===== config.mk =====
export PLATFORM = sky130hd
export DESIGN_NAME = btb_predictor
export DESIGN_NICKNAME = d
export VERILOG_FILES = /design/src/rtl/btb_predictor_pkg.sv /design/src/rtl/btb_predictor_sat_cnt2.sv /design/src/rtl/btb_predictor.sv
export SDC_FILE = /design/constraint.sdc
export NUM_CORES = 1
export LEC_CHECK = 0
export BUFFER_PORTS_ARGS = -buffer_cell sky130_fd_sc_hd__buf_2
export CELL_PAD_IN_SITES_DETAIL_PLACEMENT = 1
export CELL_PAD_IN_SITES_GLOBAL_PLACEMENT = 1
export CORE_AREA = 2 2 420 422
export CTS_BUF_LIST = sky130_fd_sc_hd__clkbuf_4
export DETAILED_ROUTE_END_ITERATION = 8
export DIE_AREA = 0 0 422 424
export PLACE_DENSITY = 0.42
export SYNTH_ARGS = -nofsm -noshare
export SYNTH_HDL_FRONTEND = slang
export SYNTH_SLANG_ARGS = --single-unit
export TNS_END_PERCENT = 20

===== constraint.sdc =====
create_clock -name clk -period 7.4 [get_ports clk]
set_clock_uncertainty 0.05 [all_clocks]
set_input_delay 0.37 -clock clk [delete_from_list [all_inputs] [get_ports clk]]
set_output_delay 0.37 -clock clk [all_outputs]
set_load 0.1 [all_outputs]

===== src/rtl/btb_predictor_pkg.sv =====
// Shared constants and types for the fetch-stage branch target buffer.
// Holds the table geometry, counter reset/allocate values and the update action encoding.
package btb_predictor_pkg;

  localparam int BTB_ENTRIES = 16;
  localparam int BTB_IDX_W   = 4;
  localparam int BTB_TAG_W   = 32 - BTB_IDX_W - 2;

  localparam logic [1:0] CNT_WEAK_T  = 2'b10;
  localparam logic [1:0] CNT_WEAK_NT = 2'b01;

  // What an execute-stage resolution does to the addressed slot.
  typedef enum logic [1:0] {
    UPD_NONE  = 2'd0,
    UPD_TRAIN = 2'd1,
    UPD_ALLOC = 2'd2
  } upd_action_e;

endpackage


===== src/rtl/btb_predictor_sat_cnt2.sv =====
// Two-bit saturating counter next-state logic for the bimodal direction predictor.
// Purely combinational; the caller owns the counter storage.
module sat_cnt2 (
  input  logic [1:0] cnt,
  input  logic       taken,
  output logic [1:0] cnt_nxt
);

  always_comb begin
    cnt_nxt = cnt;
    if (taken) begin
      if (cnt != 2'b11) cnt_nxt = cnt + 2'd1;
    end else begin
      if (cnt != 2'b00) cnt_nxt = cnt - 2'd1;
    end
  end

endmodule


===== src/rtl/btb_predictor.sv =====
// Direct-mapped BTB with per-entry 2-bit bimodal counters, looked up combinationally on the fetch PC.
// Trained by execute-stage resolutions; only taken branches allocate entries.
module btb_predictor
  import btb_predictor_pkg::*;
#(
  parameter int ENTRIES = BTB_ENTRIES,
  parameter int IDX_W   = BTB_IDX_W,
  parameter int TAG_W   = 32 - IDX_W - 2
) (
  input  logic        clk,
  input  logic        rst,
  input  logic [31:0] pc_i,
  output logic [31:0] pre_pc_o,
  output logic        hit_o,
  output logic        predict_taken_o,
  output logic [31:0] btb_addr_o,
  input  logic        upd_valid_i,
  input  logic [31:0] upd_pc_i,
  input  logic        upd_taken_i,
  input  logic [31:0] upd_target_i
);

  logic [ENTRIES-1:0] valid;
  logic [TAG_W-1:0]   tag_mem    [ENTRIES];
  logic [31:0]        target_mem [ENTRIES];
  logic [1:0]         cnt_mem    [ENTRIES];

  logic [IDX_W-1:0] look_idx;
  logic [TAG_W-1:0] look_tag;
  logic             look_hit;

  logic [IDX_W-1:0] uidx;
  logic [TAG_W-1:0] utag;
  logic             uhit;
  logic [1:0]       cnt_cur;
  logic [1:0]       cnt_nxt;
  upd_action_e      action;
  logic [1:0]       upd_pc_unused;

  assign upd_pc_unused = upd_pc_i[1:0];

  // Lookup; hit is also gated by rst so the miss values appear the instant reset asserts.
  always_comb begin
    look_idx        = pc_i[IDX_W+1:2];
    look_tag        = pc_i[31:IDX_W+2];
    look_hit        = rst & valid[look_idx] & (tag_mem[look_idx] == look_tag);
    hit_o           = look_hit;
    predict_taken_o = look_hit & cnt_mem[look_idx][1];
    btb_addr_o      = look_hit ? target_mem[look_idx] : 32'd0;
    pre_pc_o        = predict_taken_o ? target_mem[look_idx] : pc_i + 32'd4;
  end

  always_comb begin
    uidx    = upd_pc_i[IDX_W+1:2];
    utag    = upd_pc_i[31:IDX_W+2];
    uhit    = valid[uidx] & (tag_mem[uidx] == utag);
    cnt_cur = cnt_mem[uidx];
    action  = UPD_NONE;
    if (upd_valid_i) begin
      if (uhit)             action = UPD_TRAIN;
      else if (upd_taken_i) action = UPD_ALLOC;
    end
  end

  sat_cnt2 u_sat_cnt2 (
    .cnt     (cnt_cur),
    .taken   (upd_taken_i),
    .cnt_nxt (cnt_nxt)
  );

  // Valid bits and counters need the asynchronous clear, so they live apart from tag/target.
  always_ff @(posedge clk or negedge rst) begin
    if (!rst) begin
      valid <= '0;
      for (int i = 0; i < ENTRIES; i++) cnt_mem[i] <= CNT_WEAK_NT;
    end else begin
      case (action)
        UPD_TRAIN: cnt_mem[uidx] <= cnt_nxt;
        UPD_ALLOC: begin
          valid[uidx]   <= 1'b1;
          cnt_mem[uidx] <= CNT_WEAK_T;
        end
        default: ;
      endcase
    end
  end

  // Tag and target are meaningless while invalid, so they skip the reset network.
  always_ff @(posedge clk) begin
    if (rst) begin
      case (action)
        UPD_TRAIN: begin
          if (upd_taken_i) target_mem[uidx] <= upd_target_i;
        end
        UPD_ALLOC: begin
          tag_mem[uidx]    <= utag;
          target_mem[uidx] <= upd_target_i;
        end
        default: ;
      endcase
    end
  end

endmodule


==> key figures <==
Die
  – Width of the die: 422 um
  – Die height: 424 um
  – Core area: 0.175 mm2
  – Effective utilization at floorplan: 0.248
  – IO Count: 166
  – Die Footprint: 0.179 mm2
  – Row count: 154

Power and ir drop
  – Power Density: 238 mW/mm2
  – Pwr Total: 0.0124 W
  – Leak Pwr: 17.3 nW
  – Maximum VDD drop: 152 uV

GRT
  – GRT Overall Usage: 0.173
  – Vias in the first global route: 27700
  – Initial antenna violation count: 20
  – GR Layer Usage met2: 0.312
  – First-pass GRT wire length: 217000 um
  – Global route hottest layer: met2
  – GR Util met3: 0.0322
  – Largest net degree at the start of global routing: 94
  – Met1 Usage GRT: 0.208
  – Total global routing overflow: 0

Cells and area
  – Commonest non-fill, non-tap cell in the layout: edfxtp_1
  – Most frequent cells in the layout: edfxtp_1 (928), clkbuf_4 (408), mux4_2 (353)
  – Flip-flop and latch area: 0.0291 mm2
  – Multi-input logic area: 0.0138 mm2
  – Layout Nets: 2804
  – FILL cells: 18200
  – Area delta synth->final: 19.6%
  – Share of cells above drive strength 1: 0.398

Timing
  – Hold violation count in the final report: 0
  – Hold Slack: 0.143 ns
  – Worst-margin pin slew: 1.14 ns
  – Final period demand of the worst path: 6.05 ns
  – Rel. slew slack: 0.237
  – Maximum clock frequency: 0.165 GHz
  – Fin crit share: 0.818
  – RSZ-0062 raised after global routing: false
  – Final Max Slew Viols: 0
  – Final setup vio count: 0
  – Setup_tns: 0 ns

Worst setup path
  – Most used cell, CP: nor3_1
  – CP Capture Type: primary output
  – Crit-path max cell delay: 0.95 ns
  – Crit Path Max Fanout: 32
  – Worst EP arrival: 5.63 ns
  – Worst path bufs/invs: 1
  – Crit path required time: 6.98 ns
  – Cell family with most CP delay: simple AND/OR/NAND/NOR gates
  – CP startpoint kind: flop
  – Critical Path, Cell by Cell: mux4_2 > mux2i_1 > nor3_1 > or4_1 > nor3_1 > nand4_1 > or4b_4 > mux2_2 > buf_2
  – Worst path slowest cell: or4b_4
  – Crit path kind: reg -> out

Logic synthesis
  – Ys Warns: 0
  – Number of synthesized register bits: 976
  – Synth area leader: edfxtp_1
  – Distinct cell type count after synthesis: 68
  – Synth Cell Area: 0.0435 mm2
  – Ys flop type: edfxtp_1
  – Yosys top cell area share: 0.641
  – Top post-synthesis cells by area: edfxtp_1 (64%), mux4_2 (18%), mux2i_1 (3.4%)
  – Post-synth EDFFs: 928
  – Instance count of the mapped netlist: 2194
  – Post-synth ARST share: 0.0492
  – Synthesized net count: 2297
  – Avg Cell Area, Syn: 19.8 um2
  – Seq/Total Area, Yosys: 0.669

Run
  – Max-cap violations: 0

Clocking
  – Worst-Skew Late Latency: 1.27 ns
  – CTS buffer count: 298
  – TritonCTS clock tree: yes
  – Clk sinks: 976
  – Max Buffers Root-to-Sink: 4
  – CTS clock-pin slew for the worst setup and hold paths: 0.07 ns
  – H-tree depth: 5
  – Post-cts sizing count: 0
  – Clock root buffer: clkbuf_4

Drt
  – Detailed Routing Iterations Pass 1: 5
  – Routed WL: 155000 um
  – 1st-iter DRT viols: 1789
  – DRC Markers: 0
  – Routed WL per cell: 29.6 um
  – Antenna-violating nets left: 0
  – Vias: 24800
  – DR vias/cell: 4.74

Placement
  – Port bufs: 163
  – Dpl hpwl: 94500 um
  – GP Congestion: 0.768

Run status
  – Status: finished clean

Worst hold path
  – Min-Delay Path Class: in -> reg
-- cell type report --
class                   count  share of cell area
flip-flops and latches    976               0.560
well taps                2340              0.0563
repair buffers            355              0.0516
diodes                     14            0.000674
inverters                  15             0.00113
clock inverters            74             0.00652
multi-input cells        1055               0.265
clock buffers             408              0.0589
-- worst reg2reg max path, stage by stage (launching register included) --
cell	delay (ns)
edfxtp_1	0.39
mux4_2	0.50
mux4_2	0.49
xnor2_1	0.43
o221ai_1	0.21
nor3_1	0.16
nor4bb_1	0.28
and4_1	0.40
and2_1	0.18
ha_1	0.15
nand2_1	0.06
nand2_1	0.14
nand2_1	0.26
nor2_4	0.88
buf_4	0.35
-- power breakdown --
group | switching [W] | internal [W] | total [W]
Clock | 0.00238 | 0.00259 | 0.00497
Sequential | 0.0000531 | 0.00616 | 0.00621
Combinational | 0.000719 | 0.000484 | 0.00120
-- synthesized netlist by cell type, types with 5 or more instances --
| cell type | count |
|---|---|
| mux2i_1 | 147 |
| o221ai_1 | 5 |
| a22oi_1 | 23 |
| mux2_2 | 46 |
| inv_1 | 13 |
| nor3_1 | 11 |
| nor2_1 | 75 |
| xor2_1 | 14 |
| a21oi_1 | 15 |
| buf_4 | 12 |
| clkbuf_1 | 62 |
| a221oi_1 | 8 |
| o21bai_1 | 16 |
| buf_2 | 23 |
| o22ai_1 | 9 |
| and3_1 | 14 |
| nand4_1 | 10 |
| edfxtp_1 | 928 |
| buf_1 | 36 |
| nand2b_1 | 6 |
| mux2_4 | 29 |
| o21ai_0 | 13 |
| a22o_1 | 15 |
| mux4_2 | 353 |
| nor2b_1 | 11 |
| a2111oi_0 | 6 |
| dfstp_2 | 16 |
| a211oi_1 | 8 |
| dfrtp_1 | 32 |
| and2_1 | 33 |
| mux4_1 | 5 |
| nand3_1 | 23 |
| buf_6 | 9 |
| and4_1 | 5 |
| xnor2_1 | 51 |
| nand2_1 | 53 |
-- state kept, by name, indices dropped and copies added, names as in the netlist --
register / count
target_mem: 512
tag_mem: 416
cnt_mem: 32
valid: 16
-- timing repair --
| action | in CTS | in global routing |
|---|---|---|
| setup endpoints to repair | 0 | 0 |
| hold buffers | 117 | 0 |
| setup buffers | 0 | 0 |
| endpoints found under the hold margin | 1030 | 0 |
-- path summary, 6_finish.rpt --
path | from | end | slack, ns | cells after the start
max | tag_mem[15][15] | pre_pc_o[31] | 1.35 | 9
min | upd_pc_i[6] | tag_mem[4][0] | 0.14 | 2
max reg2reg | tag_mem[11][1] | target_mem[10][25] | 2.13 | 14
min reg2reg | valid[15] | valid[15] | 0.46 | 1
max in group asynchronous | rst | cnt_mem[23] | 6.28 | 4
min in group asynchronous | rst | valid[7] | 0.53 | 4
-- per-layer routing --
metal | share of wire | vias to the layer above
met4 | 0.025 | 10
met5 | 0.00041 | -
met3 | 0.040 | 275
met2 | 0.53 | 676
met1 | 0.41 | 13500
li1 | - | 10400
-- metrics by stage --
step                      std cells   util  instance area, um2  setup slack (ns)
after CTS                      5223  0.297               51900              1.17
after floorplan                2194      -               43500              1.50
after global placement         4624  0.271               47400              1.02
final                          5237  0.297               52000              1.35
after global routing           5235  0.297               52000              1.09
after detailed placement       4624  0.271               47400              1.04
-- logic make-up (layout without fill, tap and decap cells) --
family	Yosys count	in the layout	share of synthesized area
buffers and inverters	163	852	0.0193
multiplexers	581	581	0.242
AND/OR/NAND/NOR	260	260	0.0300
adder cells (fa/ha/maj)	3	3	0.000864
XOR/XNOR	65	65	0.0131
AO/OA/AOI/OAI	146	146	0.0249
flip-flops	976	976	0.669
other	0	14	0
Power figures use the tool's default switching activity.
